===== config.mk =====
export PLATFORM = sky130hd
export DESIGN_NAME = divu_4_seq_flat
export DESIGN_NICKNAME = d
export VERILOG_FILES = /design/src/rtl/alu_pkg.sv /design/src/rtl/divu_4_seq_if.sv /design/src/rtl/div_step.sv /design/src/rtl/divu_4_seq.sv /design/src/flat_wrapper.sv
export SDC_FILE = /design/constraint.sdc
export NUM_CORES = 1
export LEC_CHECK = 0
export CORE_MARGIN = 4
export CORE_UTILIZATION = 40
export DETAILED_ROUTE_END_ITERATION = 7
export GPL_ROUTABILITY_DRIVEN = 0
export PLACE_DENSITY_LB_ADDON = 0.08
export SLEW_MARGIN = 20
export SYNTH_ARGS = -nofsm -noshare
export SYNTH_HDL_FRONTEND = slang
export SYNTH_SLANG_ARGS = --single-unit
export TNS_END_PERCENT = 10

===== constraint.sdc =====
create_clock -name clk -period 2.9 [get_ports clk]
set_input_delay 0.58 -clock clk [delete_from_list [all_inputs] [get_ports clk]]
set_output_delay 0.58 -clock clk [all_outputs]
set_load 0.02 [all_outputs]

===== src/rtl/alu_pkg.sv =====
// Shared definitions for the small-ALU area (add/sub unit and the divider).
// Latency: n/a (types, constants and helper functions only).
// Backpressure: n/a.
//
// Contents:
//   DEFAULT_WIDTH  default operand width used by the ALU blocks
//   state_t        divider control states (IDLE / RUN / DONE)
//   cnt_width()    width of an iteration counter that must reach w
package alu_pkg;

    localparam int DEFAULT_WIDTH = 4;

    typedef enum logic [1:0] {
        ST_IDLE = 2'd0,
        ST_RUN  = 2'd1,
        ST_DONE = 2'd2
    } state_t;

    // The counter has to hold the value w itself, so size it for w+1 states.
    function automatic int cnt_width(input int w);
        return $clog2(w + 1);
    endfunction

endpackage


===== src/rtl/divu_4_seq_if.sv =====
// Start/busy/done handshake bundle between a controller and the divider.
// Latency: n/a (wires only).
// Backpressure: none; the controller must wait for done before the next start.
//
// Signals:
//   start        controller -> divider, request a division (sampled in IDLE)
//   dividend     controller -> divider, unsigned numerator
//   divisor      controller -> divider, unsigned denominator
//   busy         divider -> controller, high while iterating
//   done         divider -> controller, one-cycle result-valid pulse
//   quotient     divider -> controller, result quotient
//   remainder    divider -> controller, result remainder
//   div_by_zero  divider -> controller, divisor was zero
interface divu_4_seq_if
    import alu_pkg::*;
#(
    parameter int WIDTH = DEFAULT_WIDTH
);

    logic             start;
    logic [WIDTH-1:0] dividend;
    logic [WIDTH-1:0] divisor;
    logic             busy;
    logic             done;
    logic [WIDTH-1:0] quotient;
    logic [WIDTH-1:0] remainder;
    logic             div_by_zero;

    modport master (
        output start, dividend, divisor,
        input  busy, done, quotient, remainder, div_by_zero
    );

    modport slave (
        input  start, dividend, divisor,
        output busy, done, quotient, remainder, div_by_zero
    );

endinterface


===== src/rtl/div_step.sv =====
// One restoring-division iteration: trial subtract of the divisor from the shifted partial remainder.
// Latency: combinational.
// Backpressure: n/a.
//
// Ports:
//   r_shifted  partial remainder already shifted left with the next dividend bit in bit 0
//   d          divisor, zero-extended to WIDTH+1 bits
//   next_r     partial remainder after the step (restored on borrow)
//   q_bit      quotient bit retired by this step (1 = subtraction fitted)
module div_step #(
    parameter int WIDTH = 4
) (
    input  logic [WIDTH:0] r_shifted,
    input  logic [WIDTH:0] d,
    output logic [WIDTH:0] next_r,
    output logic           q_bit
);

    // One extra bit on top of the WIDTH+1 operands exposes the borrow.
    logic [WIDTH+1:0] diff;
    logic             borrow;

    assign diff   = {1'b0, r_shifted} - {1'b0, d};
    assign borrow = diff[WIDTH+1];

    // Borrow means the divisor did not fit: keep the shifted value untouched.
    assign next_r = borrow ? r_shifted : diff[WIDTH:0];
    assign q_bit  = ~borrow;

endmodule


===== src/rtl/divu_4_seq.sv =====
// Iterative unsigned restoring divider, one quotient bit per clock.
// Latency: WIDTH+1 cycles from accepted start to done (1 cycle when divisor is zero).
// Backpressure: start is only honoured in IDLE; starts during RUN/DONE are dropped, not queued.
//
// Ports:
//   clk  rising-edge clock
//   rst  synchronous active-high reset; wins over everything, an aborted division never raises done
//   bus  slave side of divu_4_seq_if (start/dividend/divisor in, busy/done/results out)
//
// The dividend is held in the Q register and shifted out MSB-first into the
// partial remainder R while quotient bits are shifted into Q's LSB, so after
// WIDTH steps Q holds the quotient and R the remainder.
module divu_4_seq
    import alu_pkg::*;
#(
    parameter int WIDTH = DEFAULT_WIDTH
) (
    input  logic           clk,
    input  logic           rst,
    divu_4_seq_if.slave    bus
);

    localparam int CW = cnt_width(WIDTH);

    state_t           state;
    logic [WIDTH:0]   r;      // partial remainder, one bit wider than operands
    logic [WIDTH-1:0] q;      // dividend shifting out / quotient shifting in
    logic [WIDTH-1:0] d;      // divisor captured at start
    logic [CW-1:0]    cnt;    // iterations completed in this division

    logic [WIDTH:0]   r_shifted;
    logic [WIDTH:0]   step_r;
    logic             step_q;
    logic [WIDTH-1:0] q_next;

    // Shift {R,Q} left by one. R is always below D here, so its top bit is
    // zero and the shift cannot lose information.
    assign r_shifted = (r << 1) | (WIDTH+1)'(q[WIDTH-1]);
    assign q_next    = {q[WIDTH-2:0], step_q};

    div_step #(
        .WIDTH (WIDTH)
    ) u_div_step (
        .r_shifted (r_shifted),
        .d         ({1'b0, d}),
        .next_r    (step_r),
        .q_bit     (step_q)
    );

    always_ff @(posedge clk) begin
        if (rst) begin
            state           <= ST_IDLE;
            r               <= '0;
            q               <= '0;
            d               <= '0;
            cnt             <= '0;
            bus.busy        <= 1'b0;
            bus.done        <= 1'b0;
            bus.quotient    <= '0;
            bus.remainder   <= '0;
            bus.div_by_zero <= 1'b0;
        end else begin
            case (state)
                ST_IDLE: begin
                    bus.done <= 1'b0;
                    if (bus.start) begin
                        if (bus.divisor == '0) begin
                            // No iterations needed: report the conventional
                            // all-ones quotient and pass the dividend through.
                            bus.quotient    <= '1;
                            bus.remainder   <= bus.dividend;
                            bus.div_by_zero <= 1'b1;
                            bus.done        <= 1'b1;
                            state           <= ST_DONE;
                        end else begin
                            r               <= '0;
                            q               <= bus.dividend;
                            d               <= bus.divisor;
                            cnt             <= '0;
                            bus.div_by_zero <= 1'b0;
                            bus.busy        <= 1'b1;
                            state           <= ST_RUN;
                        end
                    end
                end

                ST_RUN: begin
                    r   <= step_r;
                    q   <= q_next;
                    cnt <= cnt + CW'(1);
                    // This edge retires the last quotient bit, so publish
                    // the freshly computed values rather than the registers.
                    if (cnt == CW'(WIDTH - 1)) begin
                        bus.quotient  <= q_next;
                        bus.remainder <= step_r[WIDTH-1:0];
                        bus.busy      <= 1'b0;
                        bus.done      <= 1'b1;
                        state         <= ST_DONE;
                    end
                end

                ST_DONE: begin
                    // done lasts exactly one cycle; start is ignored here.
                    bus.done <= 1'b0;
                    state    <= ST_IDLE;
                end

                default: begin
                    bus.busy <= 1'b0;
                    bus.done <= 1'b0;
                    state    <= ST_IDLE;
                end
            endcase
        end
    end

endmodule


===== src/flat_wrapper.sv =====
// flat-port wrapper written by rule: the top's interface ports become plain ports
module divu_4_seq_flat import alu_pkg::*;
#(
    parameter int WIDTH = DEFAULT_WIDTH
)
  (clk, rst, bus_start, bus_dividend, bus_divisor, bus_busy, bus_done, bus_quotient, bus_remainder, bus_div_by_zero);
  divu_4_seq_if #(.WIDTH(WIDTH)) bus_i ();
  input  logic clk;
  input  logic rst;
  input wire logic [$bits(bus_i.start)-1:0] bus_start;
  input wire logic [$bits(bus_i.dividend)-1:0] bus_dividend;
  input wire logic [$bits(bus_i.divisor)-1:0] bus_divisor;
  output wire logic [$bits(bus_i.busy)-1:0] bus_busy;
  output wire logic [$bits(bus_i.done)-1:0] bus_done;
  output wire logic [$bits(bus_i.quotient)-1:0] bus_quotient;
  output wire logic [$bits(bus_i.remainder)-1:0] bus_remainder;
  output wire logic [$bits(bus_i.div_by_zero)-1:0] bus_div_by_zero;
  assign bus_i.start = bus_start;
  assign bus_i.dividend = bus_dividend;
  assign bus_i.divisor = bus_divisor;
  assign bus_busy = bus_i.busy;
  assign bus_done = bus_i.done;
  assign bus_quotient = bus_i.quotient;
  assign bus_remainder = bus_i.remainder;
  assign bus_div_by_zero = bus_i.div_by_zero;
  divu_4_seq #(.WIDTH(WIDTH)) u_core (.clk(clk), .rst(rst), .bus(bus_i));
endmodule

==> impl_metrics.toml, run 1 <==
[global_route]
grtUsageTotal_pct = 14.4
grt_max_degree = 29
grt_pass1_vias = 1011
overflow = 0
antenna_found_initial = 0
grt_pass1_wl_um = 4730

[final_layout]
num_antenna_cells = 0
final_core_util_pct = 52.2
final_cell_count_no_fill = 217
multi_input_area_um2 = 682
area_delta_synth_final_pct = 23.7
final_common_cell = "nor2_1"
regArea_um2 = 561
nFillCells = 326
layout_common_cells = "nor2_1 (30), dfxtp_1 (28), nand2_1 (21), clkdlybuf4s50_1 (21), a21oi_1 (9)"
nets = 192
drive_above_1_share_pct = 7.51

[power_and_ir_drop]
intPower_uw = 617
ir_drop_mv = 0.442
netSwitchingFraction_pct = 26.3
p_sw_uw = 220
leakagePower_uw = 0.000583
p_comb_share_pct = 19.3
clkPwrFrac_pct = 30.3
powerDensity_nw_per_um2 = 522
seqPwrFrac_pct = 50.3

[synth]
synth_top_area_share_pct = 43.2
synth_top_area_cell = "dfxtp_1"
syn_area_um2 = 1300
synth_area_leaders = "dfxtp_1 (43%), nor2_1 (8.7%), nand2_1 (6.1%), ha_1 (5.8%), a311oi_1 (4.7%)"
synth_xor_area_share_pct = 0.675
yosysSeqAreaShare_pct = 43.2
ys_types = 34
synthSimpleGateAreaFrac_pct = 23.4
synthMuxAreaShare_pct = 3.09
syn_nets = 170
synthCells = 152
synth_seq_cells = 28
postSynthAreaPerCell_um2 = 8.54
synth_fa_ha_area_share_pct = 7.33
synth_compound_area_share_pct = 18.0
yosysWarnings = 0
synth_top_family_by_area = "simple AND/OR/NAND/NOR gates"

[worst_setup_path]
timing.rr.end = "u_core.bus.remainder[3]$_SDFFE_PP0P_"
r2r_start = "u_core.d[1]$_SDFFE_PP0P_"
crit_arrival_ns = 2.24
reg2reg_slack_ns = 0.90
worstSetupPathType = "flop to flop"
critPathMaxStageDelay_ns = 0.54
cp.depth = 6
cp-end-kind = "flop"
cp-start-kind = "flop"
path_cells = "inv_1 > ha_1 > nor2b_1 > o31a_1 > or4_4 > a311oi_2"
rr_worst_depth = 6
endpoint = "u_core.bus.remainder[3]$_SDFFE_PP0P_"
critPathBufInv = 1
critPathLaunch = "u_core.d[1]$_SDFFE_PP0P_"
critPathSlowestCell = "or4_4"
cp.required_ns = 3.15
crit_fanout = 5
critical-path-top-delay-family = "simple AND/OR/NAND/NOR gates"

[clocking]
hold_buffers = 0
post-cts-setup-buffers = 0
root_buffer = "clkbuf_4"
cts_sinks = 28
cts_buffer_depth = 2
cts_resized = 0
cts_buffers = 3
cts_tree = "yes"
path_clk_slew_ns = 0.15
htreeDepth = 1
clkLatencyLatePin_ns = 0.32

[detailed_routing]
drt_wl_total_um = 2770
dr.pass1.iters = 4
ant_nets = 0
drcViolationCount = 0
drtIter0Drc = 52
via_per_inst = 4.94
vias = 1072
wl_per_cell_um = 12.8

[timing]
setup_viol = 0
hold_viol = 0
fmax_mhz = 501
tightest_slew_ns = 0.463
min_period_ns = 2.00
fin_tns_setup_ns = 0
finalMaxSlewViolations = 0
grt_setup_unrepaired = "no"
setup_ws_ns = 0.904
slew_headroom_pct = 69.1
hold_slack_ns = 0.487
fin_worst_skew_ns = 0.00497
post-route-period-util_pct = 68.8

[floorplanning]
start_util_pct = 42.2
fp-row-count = 20
core_area_um2 = 3080
dieArea_um2 = 4220
die_h_um = 65.0
io_pins = 22
fp.dieW_um = 65.0

[place]
portBuffers = 21
dp_hpwl_um = 2080
dp.cells = 213
pre_cts_slack_ns = 0.581

[worst_hold_path]
hold_class = "flop to flop"
hold_path.startpoint = "u_core.bus.busy$_SDFFE_PP0P_"

[run_status]
status = "finished clean"

[flow_run]
drv_cap = 0
==> power groups by stage <==
stage | Sequential, µW | Clock (µW) | Combinational [µW]
finish | 421 | 254 | 162
global route | 425 | 281 | 183
CTS | 422 | 264 | 164
detailed placement | 430 | 0 | 163
global placement | 429 | 0 | 161
floorplan | 431 | 0 | 107
==> final cells by class <==
cell class	count	share of cell area, %
multi-input combinational	111	42.5
sequential	28	34.9
timing repair buffer	24	14.5
tap	44	3.43
clock inverter	1	1.87
clock buffer	3	1.40
inverter	6	1.40
==> registers in the layout, indices dropped and copies added (netlist names) <==
register / flops
u_core.q: 4
u_core.bus.done: 1
u_core.bus.remainder: 4
u_core.r: 4
u_core.bus.div_by_zero: 1
u_core.bus.quotient: 4
u_core.cnt: 3
u_core.d: 4
u_core.state: 2
u_core.bus.busy: 1
==> per-layer routing <==
metal,GRT usage (%),share of wire [%],vias up
met5,0,0,-
met4,3.96,0.69,0
met3,2.95,3.1,2
met2,23.5,47,13
met1,19.2,49,491
li1,-,-,566
==> how the worst min path moves through the flow <==
| stage | slack (ns) | depth (start not counted) | end |
|---|---|---|---|
| floorplan | 0.45 | 2 | u_core.r[3]$_SDFFE_PP0P_ |
| global placement | 0.46 | 2 | u_core.bus.busy$_SDFFE_PP0P_ |
| detailed placement | 0.47 | 2 | u_core.bus.busy$_SDFFE_PP0P_ |
| CTS | 0.49 | 2 | u_core.bus.busy$_SDFFE_PP0P_ |
| global route | 0.51 | 2 | u_core.r[3]$_SDFFE_PP0P_ |
| finish | 0.49 | 2 | u_core.bus.busy$_SDFFE_PP0P_ |
==> kinds of logic (layout without fill, tap and decap cells) <==
group	count (synthesis)	count (layout)
XOR/XNOR	1	1
multiplexers	4	4
buffers and inverters	13	34
AND/OR/NAND/NOR	66	66
AO/OA/AOI/OAI	33	33
flip-flops	28	28
adder cells (fa/ha/maj)	7	7
==> per-stage QoR <==
step	total power, µW	area [µm²]
4_1_cts	849	1610
3_5_place_dp	593	1550
3_3_place_gp	590	1550
5_1_grt	889	1610
6_report	838	1610
2_1_floorplan	539	1300
==> synth_stat cells <==
library cell,instances
inv_1,6
dfxtp_1,28
nand2_1,21
o21ai_0,3
xnor2_1,1
or4_4,1
nor3_1,1
a31oi_1,2
nor4_4,1
o31a_1,1
a311oi_1,7
fa_1,1
or2_1,1
clkbuf_1,2
nor2_2,1
nand3b_1,1
a311oi_2,1
buf_1,2
o21bai_1,1
o21a_1,2
mux2i_1,4
nor2b_1,3
nand2b_1,3
buf_2,2
o211ai_1,2
a211oi_1,4
buf_4,1
nand3_1,1
a21oi_1,9
ha_1,6
or2_2,1
nor2_1,30
nor4_1,1
a21oi_2,1
==> worst min-delay path, cell delays in order, from the launching register on <==
cell     delay [ns]
dfxtp_1        0.35
nand2_1        0.06
a21oi_1        0.05
Power figures use the tool's default switching activity.
==> run 2: changes to the inputs <==
Clock period 2.9 ns to 1.8 ns, I/O delays scaled along.
==> impl_metrics.toml, run 2 (synthesis gave the netlist of run 1 again) <==
[run_status]
status = "finished clean"

[clocking]
htreeDepth = 1
root_buffer = "clkbuf_4"
clkLatencyLatePin_ns = 0.32
cts_sinks = 28
path_clk_slew_ns = 0.15
cts_buffer_depth = 2
cts_tree = "yes"
cts_buffers = 3

[floorplanning]
io_pins = 22
fp.dieW_um = 65.0
die_h_um = 65.0
core_area_um2 = 3080
start_util_pct = 42.2
fp-row-count = 20
dieArea_um2 = 4220

[timing]
slew_headroom_pct = 79.7
fmax_mhz = 567
finalMaxSlewViolations = 0
post-route-period-util_pct = 98.0
tightest_slew_ns = 0.304
setup_ws_ns = 0.0354
grt_setup_unrepaired = "yes"
hold_viol = 0
min_period_ns = 1.76
setup_viol = 0
fin_worst_skew_ns = 0.00481

[worst_setup_path]
worstSetupPathType = "flop to flop"
cp-end-kind = "flop"
cp-start-kind = "flop"
cp.required_ns = 2.04
rr_worst_depth = 7
crit_arrival_ns = 2.00
crit_fanout = 5

[worst_hold_path]
hold_class = "flop to flop"
holdPathStages = 2

[final_layout]
final_common_cell = "nor2_1"
num_antenna_cells = 0
nets = 207
nFillCells = 297
drive_above_1_share_pct = 23.4
final_core_util_pct = 59.0
layout_common_cells = "nor2_1 (30), dfxtp_1 (23), nand2_1 (21), clkdlybuf4s50_1 (21), buf_4 (16)"
fin_area_um2 = 1820
final_cell_count_no_fill = 232
area_delta_synth_final_pct = 39.9

[place]
dp_hpwl_um = 2250
dpl-instance-area_um2 = 1680
pre_cts_slack_ns = -0.280
dp.cells = 227
portBuffers = 21

[detailed_routing]
drt_wl_total_um = 3010
dr.pass1.iters = 4
vias = 1140
wl_per_cell_um = 13.0
ant_nets = 0
drtIter0Drc = 40
via_per_inst = 4.91
drcViolationCount = 0

[global_route]
grt_pass1_wl_um = 5040
grtUsageTotal_pct = 15.1
grt_pass1_vias = 1111
overflow = 0
grt_max_degree = 29
antenna_found_initial = 0

[power_and_ir_drop]
ir_drop_mv = 0.350
p_sw_uw = 378
seqPwrFrac_pct = 51.1
powerDensity_nw_per_um2 = 736
intPower_uw = 959
netSwitchingFraction_pct = 28.3
leakagePower_uw = 0.000679
p_comb_share_pct = 26.3
clkPwrFrac_pct = 22.6

[flow_run]
drv_cap = 0
run 2: cell count changes in the layout (fill, tap and decap cells not counted), sizes merged:
cell	change
clkbuf	+1
bufinv	-1
buf	+15
run 2: what timing repair did:
item,CTS,global route
setup endpoints to repair,10,5
resized for setup,11,9
pin swaps,4,6
hold buffers,0,0
buffers inserted,1,0
gates cloned,0,0
run 2: per-layer routing:
| layer | track usage [%] | vias to the layer above | part of all wire, % |
|---|---|---|---|
| met5 | 0 | - | 0 |
| met4 | 3.96 | 0 | 0.50 |
| met3 | 2.43 | 2 | 2.5 |
| met2 | 26.9 | 12 | 50 |
| met1 | 18.7 | 521 | 47 |
| li1 | - | 605 | - |
run 2: worst paths after layout:
kind / startpoint / to / slack, ns
setup / recovery: u_core.d[3]$_SDFFE_PP0P_ / u_core.bus.remainder[2]$_SDFFE_PP0P_ / 0.04
hold / removal: u_core.bus.busy$_SDFFE_PP0P_ / u_core.bus.busy$_SDFFE_PP0P_ / 0.48
setup reg to reg: u_core.d[3]$_SDFFE_PP0P_ / u_core.bus.remainder[2]$_SDFFE_PP0P_ / 0.04
hold reg to reg: u_core.bus.busy$_SDFFE_PP0P_ / u_core.bus.busy$_SDFFE_PP0P_ / 0.48
run 2: area by class of cell:
| cell class | count | area [µm²] | area share [%] |
|---|---|---|---|
| Clock buffer | 4 | 36.3 | 2.00 |
| Inverter | 6 | 22.5 | 1.24 |
| Multi-Input combinational cell | 111 | 762 | 42.0 |
| Sequential cell | 28 | 569 | 31.4 |
| Tap cell | 44 | 55.1 | 3.03 |
| Timing Repair Buffer | 39 | 370 | 20.4 |
run 2: stage by stage:
stage	setup TNS, ns	total power (µW)	hold WS, ns
global route	-0.112	1420	0.515
global placement	-3.50	990	0.455
CTS	0	1330	0.484
floorplan	0	869	0.445
detailed placement	-4.54	997	0.464
finish	0	1340	0.481
run 2: power groups by stage:
stage	sequential [µW]	clock, µW	combinational, µW
after floorplan	695	0	174
after global placement	691	0	299
after detailed placement	693	0	304
after CTS	680	313	334
after global routing	688	347	390
final	683	302	352
run 2: worst max-delay path: stages, from the launching register on:
cell      delay [ns]
dfxtp_2         0.36
inv_1           0.08
ha_4            0.28
o21a_1          0.12
o31a_1          0.22
nand2b_4        0.18
o211ai_1        0.14
a311oi_1        0.30
